File: config.mk
export PLATFORM = sky130hd
export DESIGN_NAME = bcd_7seg_scan_driver
export DESIGN_NICKNAME = d
export VERILOG_FILES = /design/src/rtl/bcd_disp_pkg.sv /design/src/rtl/bcd_to_7seg.sv /design/src/rtl/bcd_7seg_scan_driver.sv
export SDC_FILE = /design/constraint.sdc
export NUM_CORES = 1
export LEC_CHECK = 0
export CAP_MARGIN = 20
export CELL_PAD_IN_SITES_DETAIL_PLACEMENT = 0
export CELL_PAD_IN_SITES_GLOBAL_PLACEMENT = 1
export CORE_ASPECT_RATIO = 0.75
export CORE_MARGIN = 4
export CORE_UTILIZATION = 36
export CTS_CLUSTER_SIZE = 12
export DETAILED_ROUTE_END_ITERATION = 7
export PLACE_DENSITY_LB_ADDON = 0.1
export SKIP_CTS_REPAIR_TIMING = 1
export SYNTH_ARGS = -nofsm -noshare
export SYNTH_HDL_FRONTEND = slang
export SYNTH_SLANG_ARGS = --single-unit
File: constraint.sdc
create_clock -name clk -period 1.9 [get_ports clk]
set_input_delay 0.38 -clock clk [delete_from_list [all_inputs] [get_ports clk]]
set_output_delay 0.38 -clock clk [all_outputs]
set_load 0.02 [all_outputs]
File: src/rtl/bcd_disp_pkg.sv
// Shared definitions for the BCD 7-segment display path: segment patterns
// in active-high {g,f,e,d,c,b,a} form, scan FSM states and digit selectors.
package bcd_disp_pkg;

  localparam logic [6:0] SEG_0    = 7'h3F;
  localparam logic [6:0] SEG_1    = 7'h06;
  localparam logic [6:0] SEG_2    = 7'h5B;
  localparam logic [6:0] SEG_3    = 7'h4F;
  localparam logic [6:0] SEG_4    = 7'h66;
  localparam logic [6:0] SEG_5    = 7'h6D;
  localparam logic [6:0] SEG_6    = 7'h7D;
  localparam logic [6:0] SEG_7    = 7'h07;
  localparam logic [6:0] SEG_8    = 7'h7F;
  localparam logic [6:0] SEG_9    = 7'h6F;
  localparam logic [6:0] SEG_DASH = 7'h40;
  localparam logic [6:0] SEG_OFF  = 7'h00;

  typedef enum logic {
    ST_DEAD = 1'b0,
    ST_SHOW = 1'b1
  } state_t;

  typedef enum logic {
    DIG_UNITS = 1'b0,
    DIG_TENS  = 1'b1
  } digit_t;

endpackage

File: src/rtl/bcd_to_7seg.sv
// Combinational BCD nibble to active-high 7-segment pattern; non-BCD
// nibbles (10-15) render as a dash.
module bcd_to_7seg
  import bcd_disp_pkg::*;
(
  input  logic [3:0] nibble,
  output logic [6:0] pattern
);

  always_comb begin
    pattern = SEG_DASH;
    case (nibble)
      4'd0:    pattern = SEG_0;
      4'd1:    pattern = SEG_1;
      4'd2:    pattern = SEG_2;
      4'd3:    pattern = SEG_3;
      4'd4:    pattern = SEG_4;
      4'd5:    pattern = SEG_5;
      4'd6:    pattern = SEG_6;
      4'd7:    pattern = SEG_7;
      4'd8:    pattern = SEG_8;
      4'd9:    pattern = SEG_9;
      default: pattern = SEG_DASH;
    endcase
  end

endmodule

File: src/rtl/bcd_7seg_scan_driver.sv
// Two-digit multiplexed 7-segment scan driver: per-frame snapshot of
// tens/units, dead gap between digits, optional leading-zero blanking.
module bcd_7seg_scan_driver
  import bcd_disp_pkg::*;
#(
  parameter int REFRESH_DIV    = 4,
  parameter int DEAD_CYCLES    = 1,
  parameter int SEG_ACTIVE_LOW = 1,
  parameter int AN_ACTIVE_LOW  = 1
) (
  input  logic       clk,
  input  logic       rst,
  input  logic       enable,
  input  logic       blank_lz,
  input  logic [3:0] tens,
  input  logic [3:0] units,
  output logic [6:0] seg,
  output logic [1:0] an,
  output logic       frame_done
);

  localparam int CNT_MAX_A = (REFRESH_DIV > DEAD_CYCLES) ? REFRESH_DIV : DEAD_CYCLES;
  localparam int CNT_MAX   = (CNT_MAX_A > 2) ? CNT_MAX_A : 2;
  localparam int CW        = $clog2(CNT_MAX);

  localparam logic [CW-1:0] SHOW_LAST = CW'(REFRESH_DIV - 1);
  localparam logic [CW-1:0] DEAD_LAST = CW'((DEAD_CYCLES > 0) ? DEAD_CYCLES - 1 : 0);
  localparam logic          HAS_DEAD  = (DEAD_CYCLES > 0);
  localparam logic [6:0]    SEG_IDLE  = (SEG_ACTIVE_LOW != 0) ? 7'h7F : 7'h00;
  localparam logic [1:0]    AN_IDLE   = (AN_ACTIVE_LOW != 0) ? 2'b11 : 2'b00;

  state_t        state;
  digit_t        digit_sel;
  logic [CW-1:0] cnt;
  logic [7:0]    snap;
  logic          blank_snap;

  logic       in_dead;
  logic       frame_start;
  logic [7:0] cur_snap;
  logic       cur_blank;
  logic [3:0] nibble;
  logic       tens_blanked;
  logic [6:0] pattern;
  logic [6:0] seg_lit;
  logic [1:0] an_hot;
  logic [1:0] an_lit;

  // The state register names the phase the next edge will display; with no
  // dead gap the DEAD encoding is simply treated as SHOW.
  always_comb begin
    in_dead     = HAS_DEAD && (state == ST_DEAD);
    frame_start = (cnt == '0) && (digit_sel == DIG_UNITS) &&
                  ((state == ST_DEAD) || !HAS_DEAD);
    // On the snapshot edge the register is still stale, so show the inputs directly.
    cur_snap     = frame_start ? {tens, units} : snap;
    cur_blank    = frame_start ? blank_lz : blank_snap;
    nibble       = (digit_sel == DIG_TENS) ? cur_snap[7:4] : cur_snap[3:0];
    tens_blanked = (digit_sel == DIG_TENS) && cur_blank && (cur_snap[7:4] == 4'd0);
    seg_lit      = (SEG_ACTIVE_LOW != 0) ? ~pattern : pattern;
    an_hot       = (digit_sel == DIG_TENS) ? 2'b10 : 2'b01;
    an_lit       = (AN_ACTIVE_LOW != 0) ? ~an_hot : an_hot;
  end

  bcd_to_7seg u_dec (
    .nibble  (nibble),
    .pattern (pattern)
  );

  always_ff @(posedge clk or posedge rst) begin
    if (rst) begin
      state      <= ST_DEAD;
      digit_sel  <= DIG_UNITS;
      cnt        <= '0;
      snap       <= 8'h00;
      blank_snap <= 1'b0;
      seg        <= SEG_IDLE;
      an         <= AN_IDLE;
      frame_done <= 1'b0;
    end else if (!enable) begin
      state      <= ST_DEAD;
      digit_sel  <= DIG_UNITS;
      cnt        <= '0;
      seg        <= SEG_IDLE;
      an         <= AN_IDLE;
      frame_done <= 1'b0;
    end else begin
      if (frame_start) begin
        snap       <= {tens, units};
        blank_snap <= blank_lz;
      end
      if (in_dead) begin
        seg        <= SEG_IDLE;
        an         <= AN_IDLE;
        frame_done <= 1'b0;
        if (cnt == DEAD_LAST) begin
          cnt   <= '0;
          state <= ST_SHOW;
        end else begin
          cnt <= cnt + CW'(1);
        end
      end else begin
        seg        <= tens_blanked ? SEG_IDLE : seg_lit;
        an         <= tens_blanked ? AN_IDLE : an_lit;
        frame_done <= (digit_sel == DIG_TENS) && (cnt == SHOW_LAST);
        if (cnt == SHOW_LAST) begin
          cnt       <= '0;
          state     <= ST_DEAD;
          digit_sel <= (digit_sel == DIG_UNITS) ? DIG_TENS : DIG_UNITS;
        end else begin
          cnt <= cnt + CW'(1);
        end
      end
    end
  end

endmodule
Word level (Yosys, flattened, before mapping)
Memory sizes are Yosys's and may differ from the RTL's. Index checks and enable logic that the tools add are counted.

Word-level logic and storage cells: 49. Input port bits: 12. Bits in registers: 23. ROM bits: 112. Output and inout port bits: 10. Memories kept: 1.

Memory list: (name not given) (words 16, bits a word 7, rd ports 1, clocked after Yosys merged registers in 0, wr ports 0, RTL line bcd_to_7seg.sv:12) `case (nibble)`.

Equal/unequal tests: 3. Add/sub/neg operators: 1. Bitwise operators: 4. Reductions and logical operators: 8. Muxes and demuxes: 24.

Operator list (number): 7-bit 2-to-1 mux (3); 2-bit 2-to-1 mux (8); 1-bit 2-to-1 mux (11); 8-bit 2-to-1 mux (1); 7-bit NOT (1); 1-bit logical AND (5); 4-bit zero test (1); 4-bit 2-to-1 mux (1); 2-bit by 1-bit != test with 1-bit output, second input constant (2); 2-bit by 1-bit adder with 2-bit output, second input constant (1); 2-bit equality test, second input constant (1); 2-bit zero test (1); 1-bit NOT (2); 2-bit NOT (1); 2-bit AND reduction (1).

Depth between registers and ports, before layout
Gate-level depths: netlist of the first run. An unclocked memory read counts as a cell.

Depth in word-level cells: 10. Mapped depth: 8. Gate-level depth less buffers: 8.

Cells and area by module
Synthesis of the first run repeated with hierarchy kept, for this count alone.

Cells, all modules: 115. Area, all modules: 1350.0 µm².

By module, submodules not included: bcd_7seg_scan_driver (cells each 86, sequential area each 586.8 µm², area an instance 1124.8 µm², instances 1); bcd_to_7seg (cells each 29, sequential area each 0.0 µm², area an instance 225.2 µm², instances 1).

Least setup slack after synthesis of the first run
No wires, ideal clock.

Path kind: register to register. From: register cnt[0]. To: register seg[0]. Setup slack: -0.033 ns. Required time: 1.798 ns. Arrival time: 1.830 ns. Stages on the path, launching flop included: 9. Path through: dfrtp_1 -> inv_1 -> ha_1 -> nand2b_1 -> a311oi_1 -> inv_1 -> ha_1 -> mux2i_1 -> a32oi_1.

Word-level cells in the longest chain between the ends: 10. Elaborated cells between the ends (all ways): 14.

Ends and longest elaborated chain: start, declared (RTL line bcd_7seg_scan_driver.sv:34) `logic [CW-1:0] cnt;`; start signal, assigned (RTL line bcd_7seg_scan_driver.sv:100) `cnt <= cnt + CW'(1);`; start signal, assigned (RTL line bcd_7seg_scan_driver.sv:111) `cnt <= cnt + CW'(1);`; 2-bit zero test * (RTL line bcd_7seg_scan_driver.sv:53) `frame_start = (cnt == '0) && (digit_sel == DIG_UNITS) &&`; 1-bit logical AND * (2 in a row) (RTL line bcd_7seg_scan_driver.sv:53); 8-bit 2-to-1 mux; 4-bit 2-to-1 mux (RTL line bcd_7seg_scan_driver.sv:58) `nibble = (digit_sel == DIG_TENS) ? cur_snap[7:4] : cur_snap[3:0];`; memory read 16 x 7 bit; 7-bit NOT (RTL line bcd_7seg_scan_driver.sv:60) `seg_lit = (SEG_ACTIVE_LOW != 0) ? ~pattern : pattern;`; 7-bit 2-to-1 mux * (RTL line bcd_7seg_scan_driver.sv:103) `seg <= tens_blanked ? SEG_IDLE : seg_lit;`; 7-bit 2-to-1 mux * (RTL line bcd_7seg_scan_driver.sv:92) `if (in_dead) begin`; 7-bit 2-to-1 mux * (RTL line bcd_7seg_scan_driver.sv:80) `end else if (!enable) begin`; end signal, assigned (RTL line bcd_7seg_scan_driver.sv:103); end, declared (RTL line bcd_7seg_scan_driver.sv:17) `output logic [6:0] seg,`.

Mark *: on every way between the ends. The rest lies on a longest branch, timed or not. A chain may end at the register's enable or synchronous reset.

Worst setup path after layout of the first run
From: register cnt[0]. To: register seg[5].

Same word-level chain as after synthesis.

==> impl_metrics.json, run 1 <==
{
  "final_area_sq_mm": 0.00167,
  "postSynthCellCount": 103,
  "syn-cell-area_sq_mm": 0.00120,
  "path_clk_slew_ns": 0.08,
  "start_util_pct": 39.1,
  "nFillCells": 285,
  "net-switching-power_uw": 813,
  "syn_nets": 123,
  "fin_nets": 160,
  "finalWirelength_mm": 2.44,
  "dieArea_sq_mm": 0.00432,
  "firstDrtPassIters": 4,
  "drt_iter0_markers": 39,
  "r2r_slack_ns": 0.07,
  "swShare_pct": 34.9,
  "max_freq_ghz": 0.548,
  "crit_path_max_fanout": 6,
  "ys_seq_area_share_pct": 49.0,
  "fin_crit_sh_pct": 96.1,
  "grt_pass1_vias": 914,
  "n_antenna_cell": 0,
  "die_h_um": 57.9,
  "grt.overflow.total": 0,
  "yosysWarningCount": 0,
  "p_total_mw": 2.33,
  "post_dp_cell_area_sq_mm": 0.00157,
  "crit_path_end_kind": "flop",
  "slew_headroom_pct": 72.8,
  "p_clk_share_pct": 12.9,
  "fp.coreArea_sq_mm": 0.00306,
  "cp.arrival_ns": 2.01,
  "cts_sinks": 23,
  "dp_hpwl_mm": 1.85,
  "drv_cap": 0,
  "outcome": "complete, no violations",
  "worstMarginPinSlew_ns": 0.402,
  "worst_r2r_path_depth": 7,
  "cts_buffers": 3,
  "grt_first_pass_wirelength_mm": 4.11,
  "ys_seq_elements": 23,
  "synth_area_leaders": "dfrtp_1, dfstp_2, mux2_2",
  "stdcell_count": 177,
  "finClkSkew_ns": 0.00360,
  "fin_ws_ns": 0.0739,
  "synth_ff_type": "dfrtp_1",
  "cp.required_ns": 2.09,
  "area_delta_synth_final_pct": 39.1,
  "leakage_nw": 0.726,
  "drc_errors": 0,
  "cts_tree": "built",
  "cts_buffer_depth": 2,
  "synth_area_per_cell_sq_um": 11.6,
  "synth_edf_count": 0,
  "dp.cells": 173,
  "synthArstFlopShare_pct": 100,
  "drive_gt1_share_pct": 34.5,
  "r2r-end": "seg[5]",
  "io_pins": 22,
  "vias": 877,
  "yosysTopAreaCell": "dfrtp_1",
  "wl_per_cell_um": 13.8,
  "synth_cell_types": 29,
  "min_period_ns": 1.83,
  "yosysTopAreaCellShare_pct": 29.3,
  "place_ws_ns": -0.136,
  "critical_path_class": "reg2reg",
  "cts-root-buf": "clkbuf_8",
  "p_per_area_mw_per_mm2": 1400,
  "clk_latency_ns": 0.26,
  "via_per_inst": 4.95,
  "power_frac_comb_pct": 53.8,
  "grt_antenna_before_repair": 0,
  "numPortBuffers": 21,
  "timing.rr.start": "cnt[0]",
  "die_w_um": 74.6,
  "crit_path_start_kind": "flop",
  "holdCritPathClass": "in2async",
  "p_int_mw": 1.51,
  "grt_max_degree": 24,
  "hold_viol": 0,
  "ant_nets": 0,
  "gp_congestion": 0.802,
  "report.final.setup_viol": 0,
  "row_count": 17,
  "ir_drop_v": 0.000559,
  "track_usage_pct": 12.5,
  "slew_viol_final": 0,
  "power_frac_seq_pct": 33.3,
  "htree_levels": 1
}
[cell usage in the layout (no fill, tap or decap), types with 4 or more instances in the layout]
| master | n |
|---|---|
| and2_1 | 5 |
| nor2_1 | 4 |
| ha_1 | 7 |
| dfrtp_1 | 14 |
| nand2_1 | 5 |
| buf_4 | 14 |
| mux2_2 | 9 |
| clkdlybuf4s50_1 | 21 |
| dfstp_2 | 9 |
| inv_1 | 7 |
[synthesized netlist by cell type (4+ instances only)]
cell and count:
a32oi_1 4, and2_1 5, buf_2 4, dfrtp_1 14, dfstp_2 9, ha_1 8
inv_1 8, mux2_2 9, nand2_1 5, nor2_1 5
[worst max path at each step]
stage                         from      to  slack, ns  cells past startpoint
final                       cnt[0]  seg[5]       0.07                      7
after CTS                   cnt[0]  seg[5]      -0.13                      7
after global placement    units[3]  seg[4]      -0.06                      5
after detailed placement  units[3]  seg[5]      -0.14                      5
after floorplan             cnt[0]  seg[0]        0.1                      8
after global routing        cnt[0]  seg[5]     -0.005                      7
[logic make-up after synthesis]
logic type	Yosys count	share of synthesized area (%)
AOI/OAI and AO/OA	16	9.82
xor gates and xnor gates	1	0.732
adders and majority gates	8	8.36
buffers and inverters	12	4.18
DFF	23	49.0
muxes	14	13.5
and+or+nand+nor	29	14.4
[per-stage QoR]
stage	TNS, ns	hold slack [ns]	utilization [%]
3_5_place_dp	-0.358	0.489	51.1
3_3_place_gp	-0.244	0.483	51.1
5_1_grt	-0.00496	0.493	54.4
6_report	0	0.455	54.4
2_1_floorplan	0	0.375	-
4_1_cts	-0.438	0.464	52.7
[per-layer routing]
layer | up-vias | GRT usage [%] | share of wire, % | wire length, um
met2 | 20 | 20.0 | 44 | 1070
li1 | 435 | - | - | -
met5 | - | 0 | 0 | 0
met3 | 2 | 3.64 | 5.4 | 131
met4 | 0 | 3.05 | 0.41 | 10
met1 | 420 | 16.5 | 50 | 1230
[power groups by stage]
stage / registers, mW / clock network [mW] / logic (mW)
4_1_cts: 0.772 / 0.315 / 1.18
5_1_grt: 0.798 / 0.335 / 1.39
6_report: 0.775 / 0.300 / 1.25
2_1_floorplan: 0.811 / 0 / 0.695
3_5_place_dp: 0.782 / 0 / 1.17
3_3_place_gp: 0.774 / 0 / 1.15
[sequential cells by signal, summed over array words and instances, names as in the netlist]
register,cells
an,2
blank_snap,1
cnt,2
digit_sel,1
frame_done,1
seg,7
snap,8
state,1
[worst max-delay path: stages, from the launching register on]
cell	delay [ns]
dfrtp_1	0.40
inv_2	0.09
ha_4	0.18
nor4bb_4	0.30
a311oi_2	0.09
ha_1	0.24
mux2_4	0.28
a32oi_2	0.16
[cell type report]
class	count	area, sq um	area share [%]
Sequential cell	23	587	35.2
Multi-Input combinational cell	68	619	37.2
Clock inverter	1	5.00	0.301
Tap cell	38	47.5	2.85
Clock buffer	3	41.3	2.48
Timing Repair Buffer	36	335	20.1
Inverter	8	30.0	1.80
(Power assumes the default switching activity.)
==> run 2, diff against run 1 <==
--- a/config.mk
+++ b/config.mk
@@ -10,9 +10,11 @@
 export CELL_PAD_IN_SITES_GLOBAL_PLACEMENT = 1
 export CORE_ASPECT_RATIO = 0.75
 export CORE_MARGIN = 4
-export CORE_UTILIZATION = 36
+export CORE_UTILIZATION = 38
+export CTS_BUF_LIST = sky130_fd_sc_hd__clkbuf_8
 export CTS_CLUSTER_SIZE = 12
 export DETAILED_ROUTE_END_ITERATION = 7
+export MAX_ROUTING_LAYER = met4
 export PLACE_DENSITY_LB_ADDON = 0.1
 export SKIP_CTS_REPAIR_TIMING = 1
 export SYNTH_ARGS = -nofsm -noshare
==> run 2 against run 1 <==
  * Global-route usage is 1.3 points higher
  * Critical path depth is 1 higher
  * Clock-buffer cell count stayed put
  * Non-clock buffer count is 2 higher
  * Core utilization is 1.9 points higher
  * Clock skew is 0.00089 ns higher
  * Largest power group unchanged
==> impl_metrics.json, run 2 (synthesized netlist as in run 1, its figures left out) <==
{
  "min_period_ns": 1.78,
  "cp.arrival_ns": 1.97,
  "reg_top3": "snap x8, seg x7",
  "hold_viol": 0,
  "cts-root-buf": "clkbuf_8",
  "cts_tree": "built",
  "grt_first_pass_wirelength_mm": 4.14,
  "crit_path_max_fanout": 6,
  "die_h_um": 56.6,
  "cts_buffers": 3,
  "cts_buffer_depth": 2,
  "rsz0062_at_grt": "false",
  "crit_path_start_kind": "flop",
  "outcome": "complete, no violations",
  "io_pins": 22,
  "slew_viol_final": 0,
  "gp_congestion": 0.724,
  "p_per_area_mw_per_mm2": 1410,
  "finalWirelength_mm": 2.49,
  "regMostFlops": "snap",
  "drive_gt1_share_pct": 35.5,
  "ant_nets": 0,
  "drc_errors": 0,
  "grt_pass1_vias": 886,
  "n_antenna_cell": 0,
  "dp_hpwl_mm": 1.86,
  "fin_crit_sh_pct": 93.7,
  "leakage_nw": 0.730,
  "ir_drop_v": 0.000696,
  "max_freq_ghz": 0.561,
  "most-common-layout-cells": "clkdlybuf4s50_1, buf_4, dfrtp_1",
  "path_clk_slew_ns": 0.08,
  "slew_headroom_pct": 66.8,
  "worstMarginPinSlew_ns": 0.491,
  "firstDrtPassIters": 4,
  "row_count": 17,
  "critical_path_class": "reg2reg",
  "final_common_cell": "clkdlybuf4s50_1",
  "dieArea_sq_mm": 0.00412,
  "cts_sinks": 23,
  "drt_iter0_markers": 42,
  "grt_max_degree": 24,
  "nFillCells": 275,
  "final_util_pct": 56.3,
  "wl_per_cell_um": 13.9,
  "numPortBuffers": 21,
  "holdCritPathClass": "in2async",
  "grt_antenna_before_repair": 0,
  "start_util_pct": 40.2,
  "die_w_um": 72.8,
  "cp.required_ns": 2.08,
  "p_total_mw": 2.36,
  "clk_latency_ns": 0.27,
  "finClkSkew_ns": 0.00449,
  "track_usage_pct": 13.8,
  "fin_nets": 162,
  "tns_ns": 0,
  "drv_cap": 0,
  "report.final.setup_viol": 0,
  "fp.coreArea_sq_mm": 0.00298,
  "htree_levels": 1,
  "vias": 880,
  "area_delta_synth_final_pct": 39.9,
  "largest_reg_flops": 8,
  "grt.overflow.total": 0,
  "crit_path_end_kind": "flop",
  "via_per_inst": 4.92
}
run 2: area by class of cell:
type	instances	area, sq um	area share, %
flip-flops and latches	23	587	35.0
repair buffers	38	338	20.2
clock buffers	3	41.3	2.46
multi-input cells	68	627	37.4
inverters	8	30.0	1.79
well taps	38	47.5	2.84
clock inverters	1	5.00	0.299
run 2: through the flow:
stage | cells | area [sq um] | setup slack, ns | hold slack, ns
finish | 179 | 1680 | 0.119 | 0.455
global route | 179 | 1680 | 0.0177 | 0.488
CTS | 177 | 1600 | -0.0847 | 0.459
detailed placement | 173 | 1550 | -0.103 | 0.495
global placement | 173 | 1550 | -0.0756 | 0.493
floorplan | 103 | 1200 | 0.0986 | 0.375
run 2: final timing paths:
check	endpoint	slack, ns	startpoint	depth (start not counted)
max in group asynchronous	an[0]	1.16	rst	3
setup / recovery	seg[0]	0.12	cnt[0]	8
min in group clk	snap[6]	0.51	snap[6]	1
hold reg to reg	snap[6]	0.51	snap[6]	1
hold / removal	cnt[1]	0.45	rst	3
setup reg to reg	seg[0]	0.12	cnt[0]	8
run 2: metal layers:
layer	track usage [%]	wire (um)	up-vias
li1	-	-	435
met1	19.3	1250	421
met2	18.9	1080	22
met3	4.65	135	2
met4	3.95	19	0
met5	-	0	-
run 2: worst max-delay path, stage by stage, from the launching register on:
cell and delay, ns:
dfrtp_1 0.37, inv_2 0.06, ha_4 0.18, nor4bb_4 0.16, a311oi_4 0.34, inv_1 0.11
ha_1 0.22, mux2i_1 0.16, a32oi_1 0.10
run 2: report_power, final:
group / switching, mW / total (mW) / internal [mW]
Sequential: 0.0898 / 0.769 / 0.679
Combinational: 0.574 / 1.28 / 0.707
Clock: 0.159 / 0.305 / 0.146
